===== src/rtl/fp_ctrl_pkg.sv =====
// Shared definitions for the RV32F issue controller: op classes, result-source
// encodings, iterative-unit FSM states and the write-back horizon (LMAX).
package fp_ctrl_pkg;

  localparam logic [2:0] OP_ADD    = 3'b000;
  localparam logic [2:0] OP_MUL    = 3'b001;
  localparam logic [2:0] OP_DIV    = 3'b010;
  localparam logic [2:0] OP_SQRT   = 3'b011;
  localparam logic [2:0] OP_SIMPLE = 3'b100;

  localparam logic [1:0] SEL_PIPE   = 2'b00;
  localparam logic [1:0] SEL_SIMPLE = 2'b01;
  localparam logic [1:0] SEL_ITER   = 2'b10;

  typedef enum logic {
    IDLE = 1'b0,
    RUN  = 1'b1
  } iter_state_t;

  typedef struct packed {
    logic       valid;
    logic [4:0] rd;
    logic [1:0] sel;
  } rsv_entry_t;

  // Longest issue-to-writeback latency; sqrt only counts when the unit exists.
  function automatic int calc_lmax(input int div_cycles, input int sqrt_cycles,
                                   input int pipe_lat, input bit sqrt_en);
    int m;
    m = 1;
    if (pipe_lat > m) m = pipe_lat;
    if (div_cycles > m) m = div_cycles;
    if (sqrt_en && (sqrt_cycles > m)) m = sqrt_cycles;
    return m;
  endfunction

endpackage


===== src/rtl/fp_scoreboard.sv =====
// Per-f-register pending bits with set/clear and a 4-port hazard lookup.
// A bit retiring this cycle is already invisible to the lookup.
module fp_scoreboard
  import fp_ctrl_pkg::*;
(
  input  logic       clk,
  input  logic       reset,
  input  logic       set_en,
  input  logic [4:0] set_idx,
  input  logic       clr_en,
  input  logic [4:0] clr_idx,
  input  logic [4:0] rs1,
  input  logic [4:0] rs2,
  input  logic [4:0] rs3,
  input  logic [4:0] rd,
  input  logic       use_rs3,
  input  logic       use_rd,
  output logic       hazard
);

  logic [31:0] pending_reg;
  logic [31:0] pending_next;
  logic [31:0] set_mask;
  logic [31:0] clr_mask;
  logic [31:0] visible;

  genvar gi;
  generate
    for (gi = 0; gi < 32; gi++) begin : g_mask
      assign set_mask[gi] = set_en && (set_idx == 5'(gi));
      assign clr_mask[gi] = clr_en && (clr_idx == 5'(gi));
    end
  endgenerate

  // Set is applied after clear so a same-index collision stays pending.
  assign pending_next = (pending_reg & ~clr_mask) | set_mask;
  assign visible      = pending_reg & ~clr_mask;

  assign hazard = visible[rs1] | visible[rs2] | (use_rs3 & visible[rs3]) |
                  (use_rd & visible[rd]);

  always_ff @(posedge clk) begin
    if (reset) pending_reg <= '0;
    else       pending_reg <= pending_next;
  end

endmodule


===== src/rtl/fp_issue_ctrl.sv =====
// FP issue controller: scoreboard/structural/port stall logic, write-back
// reservation table and div/sqrt FSM. Define FPU_SQRT_EN to enable fsqrt.
module fp_issue_ctrl
  import fp_ctrl_pkg::*;
#(
  parameter int DIV_CYCLES  = 12,
  parameter int SQRT_CYCLES = 14,
  parameter int PIPE_LAT    = 3
) (
  input  logic       clk,
  input  logic       reset,
  input  logic       FpValidD,
  input  logic [2:0] FpOpD,
  input  logic       FpRegWriteD,
  input  logic [4:0] RdD,
  input  logic [4:0] Rs1D,
  input  logic [4:0] Rs2D,
  input  logic [4:0] Rs3D,
  input  logic       UsesRs3D,
  input  logic       FlushD,
  output logic       StallD,
  output logic       IssueE,
  output logic       DivStart,
  output logic       SqrtStart,
  output logic       IterBusy,
  output logic       IllegalD,
  output logic       WbValidW,
  output logic [4:0] WbRdW,
  output logic [1:0] ResultSelW
);

`ifdef FPU_SQRT_EN
  localparam bit SQRT_EN = 1'b1;
`else
  localparam bit SQRT_EN = 1'b0;
`endif
  localparam int LMAX = calc_lmax(DIV_CYCLES, SQRT_CYCLES, PIPE_LAT, SQRT_EN);
  // Wide enough for every latency even when LMAX excludes sqrt.
  localparam int LW   = $clog2(calc_lmax(DIV_CYCLES, SQRT_CYCLES, PIPE_LAT, 1'b1) + 1);

  logic [LW-1:0] lat;
  logic [1:0]    sel;
  logic          is_div;
  logic          is_sqrt;
  logic          hazard;
  logic          structural;
  logic          port_busy;
  logic          active;
  logic          reserve;
  logic          iter_start;
  logic [LMAX-1:0] port_hit;
  rsv_entry_t    new_entry;
  rsv_entry_t [LMAX-1:0] rsv_reg;
  rsv_entry_t [LMAX-1:0] rsv_next;
  iter_state_t   state_reg;
  iter_state_t   state_next;
  logic [LW-1:0] cnt_reg;
  logic [LW-1:0] cnt_next;

  always_comb begin
    lat     = LW'(1);
    sel     = SEL_SIMPLE;
    is_div  = 1'b0;
    is_sqrt = 1'b0;
    case (FpOpD)
      OP_ADD, OP_MUL: begin
        lat = LW'(PIPE_LAT);
        sel = SEL_PIPE;
      end
      OP_DIV: begin
        lat    = LW'(DIV_CYCLES);
        sel    = SEL_ITER;
        is_div = 1'b1;
      end
      OP_SQRT: begin
        lat     = LW'(SQRT_CYCLES);
        sel     = SEL_ITER;
        is_sqrt = 1'b1;
      end
      default: ;
    endcase
  end

`ifdef FPU_SQRT_EN
  assign IllegalD  = 1'b0;
  assign SqrtStart = IssueE & is_sqrt;
`else
  assign IllegalD  = FpValidD & is_sqrt;
  assign SqrtStart = 1'b0;
`endif

  fp_scoreboard u_scoreboard (
    .clk     (clk),
    .reset   (reset),
    .set_en  (reserve),
    .set_idx (RdD),
    .clr_en  (rsv_reg[0].valid),
    .clr_idx (rsv_reg[0].rd),
    .rs1     (Rs1D),
    .rs2     (Rs2D),
    .rs3     (Rs3D),
    .rd      (RdD),
    .use_rs3 (UsesRs3D),
    .use_rd  (FpRegWriteD),
    .hazard  (hazard)
  );

  assign structural = (is_div | is_sqrt) & IterBusy;
  assign port_busy  = FpRegWriteD & (|port_hit);
  assign active     = FpValidD & ~FlushD & ~IllegalD;
  assign StallD     = active & (hazard | structural | port_busy);
  assign IssueE     = active & ~StallD;
  assign DivStart   = IssueE & is_div;
  assign iter_start = DivStart | SqrtStart;
  assign reserve    = IssueE & FpRegWriteD;
  assign new_entry  = {1'b1, RdD, sel};

  // Entry i describes the write-back slot i cycles from now; entry 0 is this cycle's.
  genvar gi;
  generate
    for (gi = 0; gi < LMAX; gi++) begin : g_rsv
      rsv_entry_t shifted;
      if (gi == LMAX - 1) begin : g_top
        assign shifted = '0;
      end else begin : g_mid
        assign shifted = rsv_reg[gi+1];
      end
      assign port_hit[gi] = rsv_reg[gi].valid && (lat == LW'(gi));
      assign rsv_next[gi] = (reserve && (lat == LW'(gi + 1))) ? new_entry : shifted;
    end
  endgenerate

  always_ff @(posedge clk) begin
    if (reset) rsv_reg <= '0;
    else       rsv_reg <= rsv_next;
  end

  assign WbValidW   = rsv_reg[0].valid;
  assign WbRdW      = rsv_reg[0].rd;
  assign ResultSelW = rsv_reg[0].sel;

  always_ff @(posedge clk) begin
    if (reset) begin
      state_reg <= IDLE;
      cnt_reg   <= '0;
    end else begin
      state_reg <= state_next;
      cnt_reg   <= cnt_next;
    end
  end

  // Busy for L-1 cycles, so a follow-on op can start in the write-back cycle.
  always_comb begin
    state_next = state_reg;
    cnt_next   = cnt_reg;
    case (state_reg)
      IDLE: begin
        if (iter_start) begin
          state_next = RUN;
          cnt_next   = lat - LW'(1);
        end
      end
      RUN: begin
        cnt_next = cnt_reg - LW'(1);
        if (cnt_reg == LW'(1)) state_next = IDLE;
      end
    endcase
  end

  assign IterBusy = (state_reg == RUN);

endmodule


===== config.mk =====
export PLATFORM = sky130hd
export DESIGN_NAME = fp_issue_ctrl
export DESIGN_NICKNAME = d
export VERILOG_FILES = /design/src/rtl/fp_ctrl_pkg.sv /design/src/rtl/fp_scoreboard.sv /design/src/rtl/fp_issue_ctrl.sv
export SDC_FILE = /design/constraint.sdc
export NUM_CORES = 1
export LEC_CHECK = 0
export ABC_AREA = 1
export BUFFER_PORTS_ARGS = -buffer_cell sky130_fd_sc_hd__buf_4
export CELL_PAD_IN_SITES_DETAIL_PLACEMENT = 2
export CELL_PAD_IN_SITES_GLOBAL_PLACEMENT = 2
export CORE_UTILIZATION = 33
export DETAILED_ROUTE_END_ITERATION = 16
export PLACE_DENSITY_LB_ADDON = 0.08
export SLEW_MARGIN = 20
export SYNTH_ARGS = -nofsm -noshare
export SYNTH_HDL_FRONTEND = slang
export SYNTH_SLANG_ARGS = --single-unit

===== constraint.sdc =====
create_clock -name clk -period 3.5 [get_ports clk]
set_input_delay 0.525 -clock clk [delete_from_list [all_inputs] [get_ports clk]]
set_output_delay 0.525 -clock clk [all_outputs]
set_load 0.01 [all_outputs]

# Word level (Yosys, flattened, before mapping)
# Cells that the tools add are included.
# classes
magnitude_cmp,4
n_eq_ne,79
mux,29
add_sub_neg,2
n_reduce_logical,96
bitwise_logic,25
# ops
cell,n
$eq A5 B5 Y1 const B,32
$mux W8,12
$logic_and A1 B1 Y1,88
$eq A5 B4 Y1 const B,16
$eq A5 B3 Y1 const B,8
$and A32 B32 Y32,1
$not A32 Y32,1
$or A32 B32 Y32,1
$lt A5 B6 Y1 const B,4
$bmux W1 S5,4
$eq A4 B4 Y1 const B,5
$eq A5 B2 Y1 const B,4
$eq A4 B3 Y1 const B,4
$pmux W4 S3,1
$reduce_or A12 Y1,1
$and A1 B1 Y1,11
$eq A5 B1 Y1 const B,2
$logic_not A5 Y1,2
$eq A4 B1 Y1 const B,2
$eq A4 B2 Y1 const B,2
$mux W1,8
$pmux W4 S2,1
$sub A4 B1 Y4 const B,2
$eq A3 B2 Y1 const B,2
other kinds (10),21
# totals
elab_cells,274
regBits,133

# Depth between registers and ports, before layout
# logic_depth
word_depth,18
ltp_mapped,20
depth_no_buf,19

# Modules after synthesis
# A second synthesis with hierarchy kept.
# unflattened
hier_cells,917
hier_area_um2,6237.2
# modules_own_cells
mod,instances,cells_each,area_per_inst_um2
fp_issue_ctrl,1,392,3291.9
fp_scoreboard,1,525,2945.3

# Worst setup path after synthesis
# OpenSTA, ideal clock, no wires.
# synth_path
path_kind,input-to-output
startpoint,in FpOpD[1]
endpoint,out DivStart
t_required_ps,2975
stages,15
arrival_ps,2342
path_buffers,0
slack_ps,633
cell_sequence,inv_1 > nor2_1 > inv_1 > nor2_1 > nor2_1 > ha_1 > inv_1 > nor3_1 > a211oi_1 > nand3_1 > nand2_1 > nand3_2 > nor2_4 > nand3_1 > inv_1
# synth_between
elab_chain_len,12
word_cells_on_any_way,45
classes_between,eq/ne (14); mux (3); bitwise (12); reduce/logical (16)
# synth_lines
element,line_no,rtl
from (decl),fp_issue_ctrl.sv:13,"input logic [2:0] FpOpD,"
$eq A3 B1 Y1 or $logic_not A3 Y1 (tied branches),fp_issue_ctrl.sv:65,case (FpOpD)
$reduce_or A2 Y1,fp_issue_ctrl.sv:65,
$pmux W4 S3 *,fp_issue_ctrl.sv:65,
named net lat[2],fp_issue_ctrl.sv:41,logic [LW-1:0] lat;
$eq A4 B1 Y1 (tied with other cells),fp_issue_ctrl.sv:128,assign port_hit[gi] = rsv_reg[gi].valid && (lat == LW'(gi));
$logic_and A1 B1 Y1,fp_issue_ctrl.sv:128,
$reduce_or A12 Y1 *,fp_issue_ctrl.sv:109,assign port_busy = FpRegWriteD & (|port_hit);
$and A1 B1 Y1 *,fp_issue_ctrl.sv:109,
$or A1 B1 Y1 *,fp_issue_ctrl.sv:111,assign StallD = active & (hazard | structural | port_busy);
$and A1 B1 Y1 *,fp_issue_ctrl.sv:111,
$not A1 Y1 *,fp_issue_ctrl.sv:112,assign IssueE = active & ~StallD;
$and A1 B1 Y1 *,fp_issue_ctrl.sv:112,
$and A1 B1 Y1 *,fp_issue_ctrl.sv:113,assign DivStart = IssueE & is_div;
to (decl),fp_issue_ctrl.sv:23,"output logic DivStart,"
# The timed path passes the listed nets; every way through them passes the cells marked *.

# Final worst setup path
# layout_path
startpoint,reg rsv_reg (netlist bit WbRdW[3])
endpoint,out DivStart
# layout_between
elab_chain_len,15
word_cells_on_any_way,85
classes_between,eq/ne (31); mux (8); bitwise (13); reduce/logical (33)
# layout_lines
element,line_no,rtl
from (decl),fp_issue_ctrl.sv:53,rsv_entry_t [LMAX-1:0] rsv_reg;
from (signal assigned),fp_issue_ctrl.sv:135,else rsv_reg <= rsv_next;
$eq A5 B1 Y1 (tied with other cells),fp_scoreboard.sv:31,assign clr_mask[gi] = clr_en && (clr_idx == 5'(gi));
$logic_and A1 B1 Y1,fp_scoreboard.sv:31,
$not A32 Y32 *,fp_scoreboard.sv:37,assign visible = pending_reg & ~clr_mask;
$and A32 B32 Y32 *,fp_scoreboard.sv:37,
$bmux W1 S5,fp_scoreboard.sv:39,assign hazard = visible[rs1] | visible[rs2] | (use_rs3 & visible[rs3]) |
$mux W1 (not written as such),fp_scoreboard.sv:39,
$or A1 B1 Y1 or $and A1 B1 Y1 (tied branches),fp_scoreboard.sv:39,
$or A1 B1 Y1,fp_scoreboard.sv:39,
$or A1 B1 Y1 *,fp_scoreboard.sv:39,
$or A1 B1 Y1 * (2 in series),fp_issue_ctrl.sv:111,
$and A1 B1 Y1 *,fp_issue_ctrl.sv:111,
$not A1 Y1 *,fp_issue_ctrl.sv:112,
$and A1 B1 Y1 *,fp_issue_ctrl.sv:112,
$and A1 B1 Y1 *,fp_issue_ctrl.sv:113,
# Mark *: on every way between the ends. The rest lies on a longest branch, timed or not. The select of a mux whose other input is x is not followed.

==> metrics <==
worst r2r src=WbRdW[3]; post-synthesis sequential area ratio=0.424; final wirelength=23.3 mm; largest family of logic cells by synthesized area=simple AND/OR/NAND/NOR gates; # rows=50; Crit Path Category=reg2out; GRT Total Usage=0.247; hold path start=FpOpD[2]; Fillers=2,345; initial antenna violation count=0; R2R depth=17; DR WL/cell=18.5 µm; Post-Syn Instances=978; Yosys top cell by area=dfxtp_1; Clock Root Buffer=clkbuf_16; setup tns final=0 ns; Final Cycle Share=0.935; antenna-violating nets left=0; initial core utilization=0.336; DR pass1 iterations=4; grt ovf=0; max_cap viols=0; Internal Power=2610 µW; Iter 0 DRT Violations=220; Hold WS=0.401 ns; crit path max fanout=6; residual DRC count=0; Nets=1,045; Crit. End Element=output port; RR Endpoint=u_scoreboard.pending_reg[24]; Num CTS Buffers=17; Switching Fraction=0.267; Pwr Density=480 nW/µm²; mux share of post-synthesis cell area=0.00159; Die W=140 µm; Yosys top cell area share=0.424; Die Height=140 µm; flop2flop setup slack=0.73 ns; WHS Path Cells=3; Max VDD drop=0.296 mV; H-tree levels=4; headroom to the max-slew limit=0.530; Final Slew Violations=0; Crit path largest cell delay=0.42 ns; Async S/R FF share, synth=0; slowest stage cell, crit path=dfxtp_2; clk_lat worst skew=0.43 ns; routed via count=6,297; gp weighted congestion=0.848; Area after DPL=6810 µm²; # diodes=0; #FFs+latches synth=133; XOR/XNOR Fraction of Synth Area=0; Syn Area/Cell=6.42 µm²; Worst Hold Class=in2reg; Synth Area in Compound Gates=0.0394; post-synthesis adder-cell area fraction=0.00996; clock slew at reported path FFs=0.06 ns; Switch Pwr=952 µW; post-synth cell types=29; detailed placement HPWL=16.4 mm; port bufs=41; Net Count, Synth=1,012; Slew @ Worst Pin=0.706 ns; Die ar.=19,600 µm²; share of total power in sequential cells=0.426; Core ar.=18,700 µm²; Most Frequent Cell on Critical Path=nand2_1; Synth area leaders=dfxtp_1, nand2_1, nand3_1, nor2_1, inv_1; crit-path cells=nand2_1, nor2_1, nand2_1, nand2_1, nand2_1, nand3_1, nand3_1, nand3_1, nand2_1, nand2_1, nand4_1, nor2_4, nand3_1, inv_1, buf_4; Post-Synth Simple-Gate Area=0.406; status=completed; clock buffer depth=2; CTS tree=yes; largest net degree at the start of global routing=70; proportion of layout cells with a drive suffix above 1=0.110; Setup crit start kind=flip-flop; CTS Sinks=133; setup violators final=0; max reg flops=88; Fmax=0.305 GHz; Worst Path Arrival=2.75 ns; Lkg Pwr=0.00331 µW; Critical Path RT=2.97 ns; Comb power frac=0.084; final hold vios=0; Via density=5.01; Ports=43; number of global-route vias before repair=6,769; Netlist Area Pre-Place=6280 µm²; post-route cell area=7420 µm²; ys flop type=dfxtp_1; synthesis warning total=0; Hold Crit Endpoint=g_rsv[10].shifted[0]; worst clock skew=0.0193 ns; fin crit period=3.27 ns; Layout area overhead=18.2%; first-pass GRT wire length=36.8 mm; Clk pwr share=0.490; Post-synth EDFFs=0
-- worst max-delay path by stage --
stage / start / slack, ns / to / cells past startpoint
floorplan: FpOpD[1] / 0.63 / DivStart / 15
global placement: WbRdW[0] / 0.50 / DivStart / 17
detailed placement: WbRdW[4] / 0.46 / DivStart / 17
CTS: WbRdW[4] / 0.07 / DivStart / 17
global route: WbRdW[1] / -0.02 / DivStart / 16
finish: WbRdW[3] / 0.23 / DivStart / 15
-- Yosys cell counts (2+ instances only) --
cell and n:
nand2_1 262, nor2_1 155, nand3_1 146, inv_1 138, dfxtp_1 133, a21oi_1 41, clkbuf_1 28, nor3_1 22
buf_2 9, nand4_1 7, ha_1 5, buf_4 4, inv_2 4, nor2_2 4, o21ai_0 3, buf_6 2
nand3_2 2, nor2_4 2
-- cell usage in the layout (no fill, tap or decap), types with 2 or more instances in the layout --
cell type,instances
clkinvlp_4,4
dfxtp_2,5
ha_1,5
nand2_1,257
nand3_2,2
nand2_2,6
a21oi_1,41
buf_12,2
nand3_1,146
buf_4,56
nand4_1,7
nor2_4,4
clkbuf_16,17
nor2_2,3
o21ai_0,3
nor2_1,154
dfxtp_1,128
inv_6,4
inv_2,3
nor3_1,22
inv_1,138
-- power groups by stage --
stage / logic, µW / registers, µW / clock network, µW
after floorplan: 182 / 1550 / 0
after global placement: 290 / 1550 / 0
after detailed placement: 297 / 1550 / 0
after CTS: 299 / 1520 / 1770
after global routing: 328 / 1520 / 1840
final: 299 / 1520 / 1750
-- worst max-delay path, delay by kind of cell (launching register included) --
kind | cells | cell delay [ns]
AND/OR/NAND/NOR | 13 | 1.71
flip-flops | 1 | 0.42
buffers and inverters | 2 | 0.19
-- layout make-up --
type	instances	area, µm²	share of cell area
Clock inverter	12	120	0.0162
Multi-Input combinational cell	658	2900	0.391
Tap cell	234	293	0.0394
Clock buffer	19	443	0.0597
Inverter	143	539	0.0726
Sequential cell	133	2670	0.359
Timing Repair Buffer	58	460	0.0620
-- layer usage --
layer,wire length [µm],global-route usage,up-vias
li1,-,-,3076
met2,11800,0.447,60
met4,824,0.110,0
met5,0,0,-
met1,10200,0.288,3121
met3,397,0.0373,40
-- timing repair --
item                                    CTS  global route
hold buffers                              0             0
endpoints found under the setup margin    1             3
resized for setup                         3            11
setup buffers                             0             1
pin swaps                                 0             1
endpoints found under the hold margin     0             0
-- per-stage QoR --
step	instances	power, µW	utilization	setup slack, ns
global route	1257	3680	0.397	-0.0245
detailed placement	1225	1850	0.364	0.456
CTS	1256	3590	0.395	0.0695
floorplan	978	1740	-	0.633
global placement	1225	1840	0.364	0.500
finish	1257	3570	0.397	0.226
-- cells by family after synthesis --
group                      after synthesis
AOI/OAI and AO/OA                       48
adders and majority gates                5
buffers and inverters                  187
DFF                                    133
muxes                                    1
other                                    1
and+or+nand+nor                        603
Power figures use the tool's default switching activity.
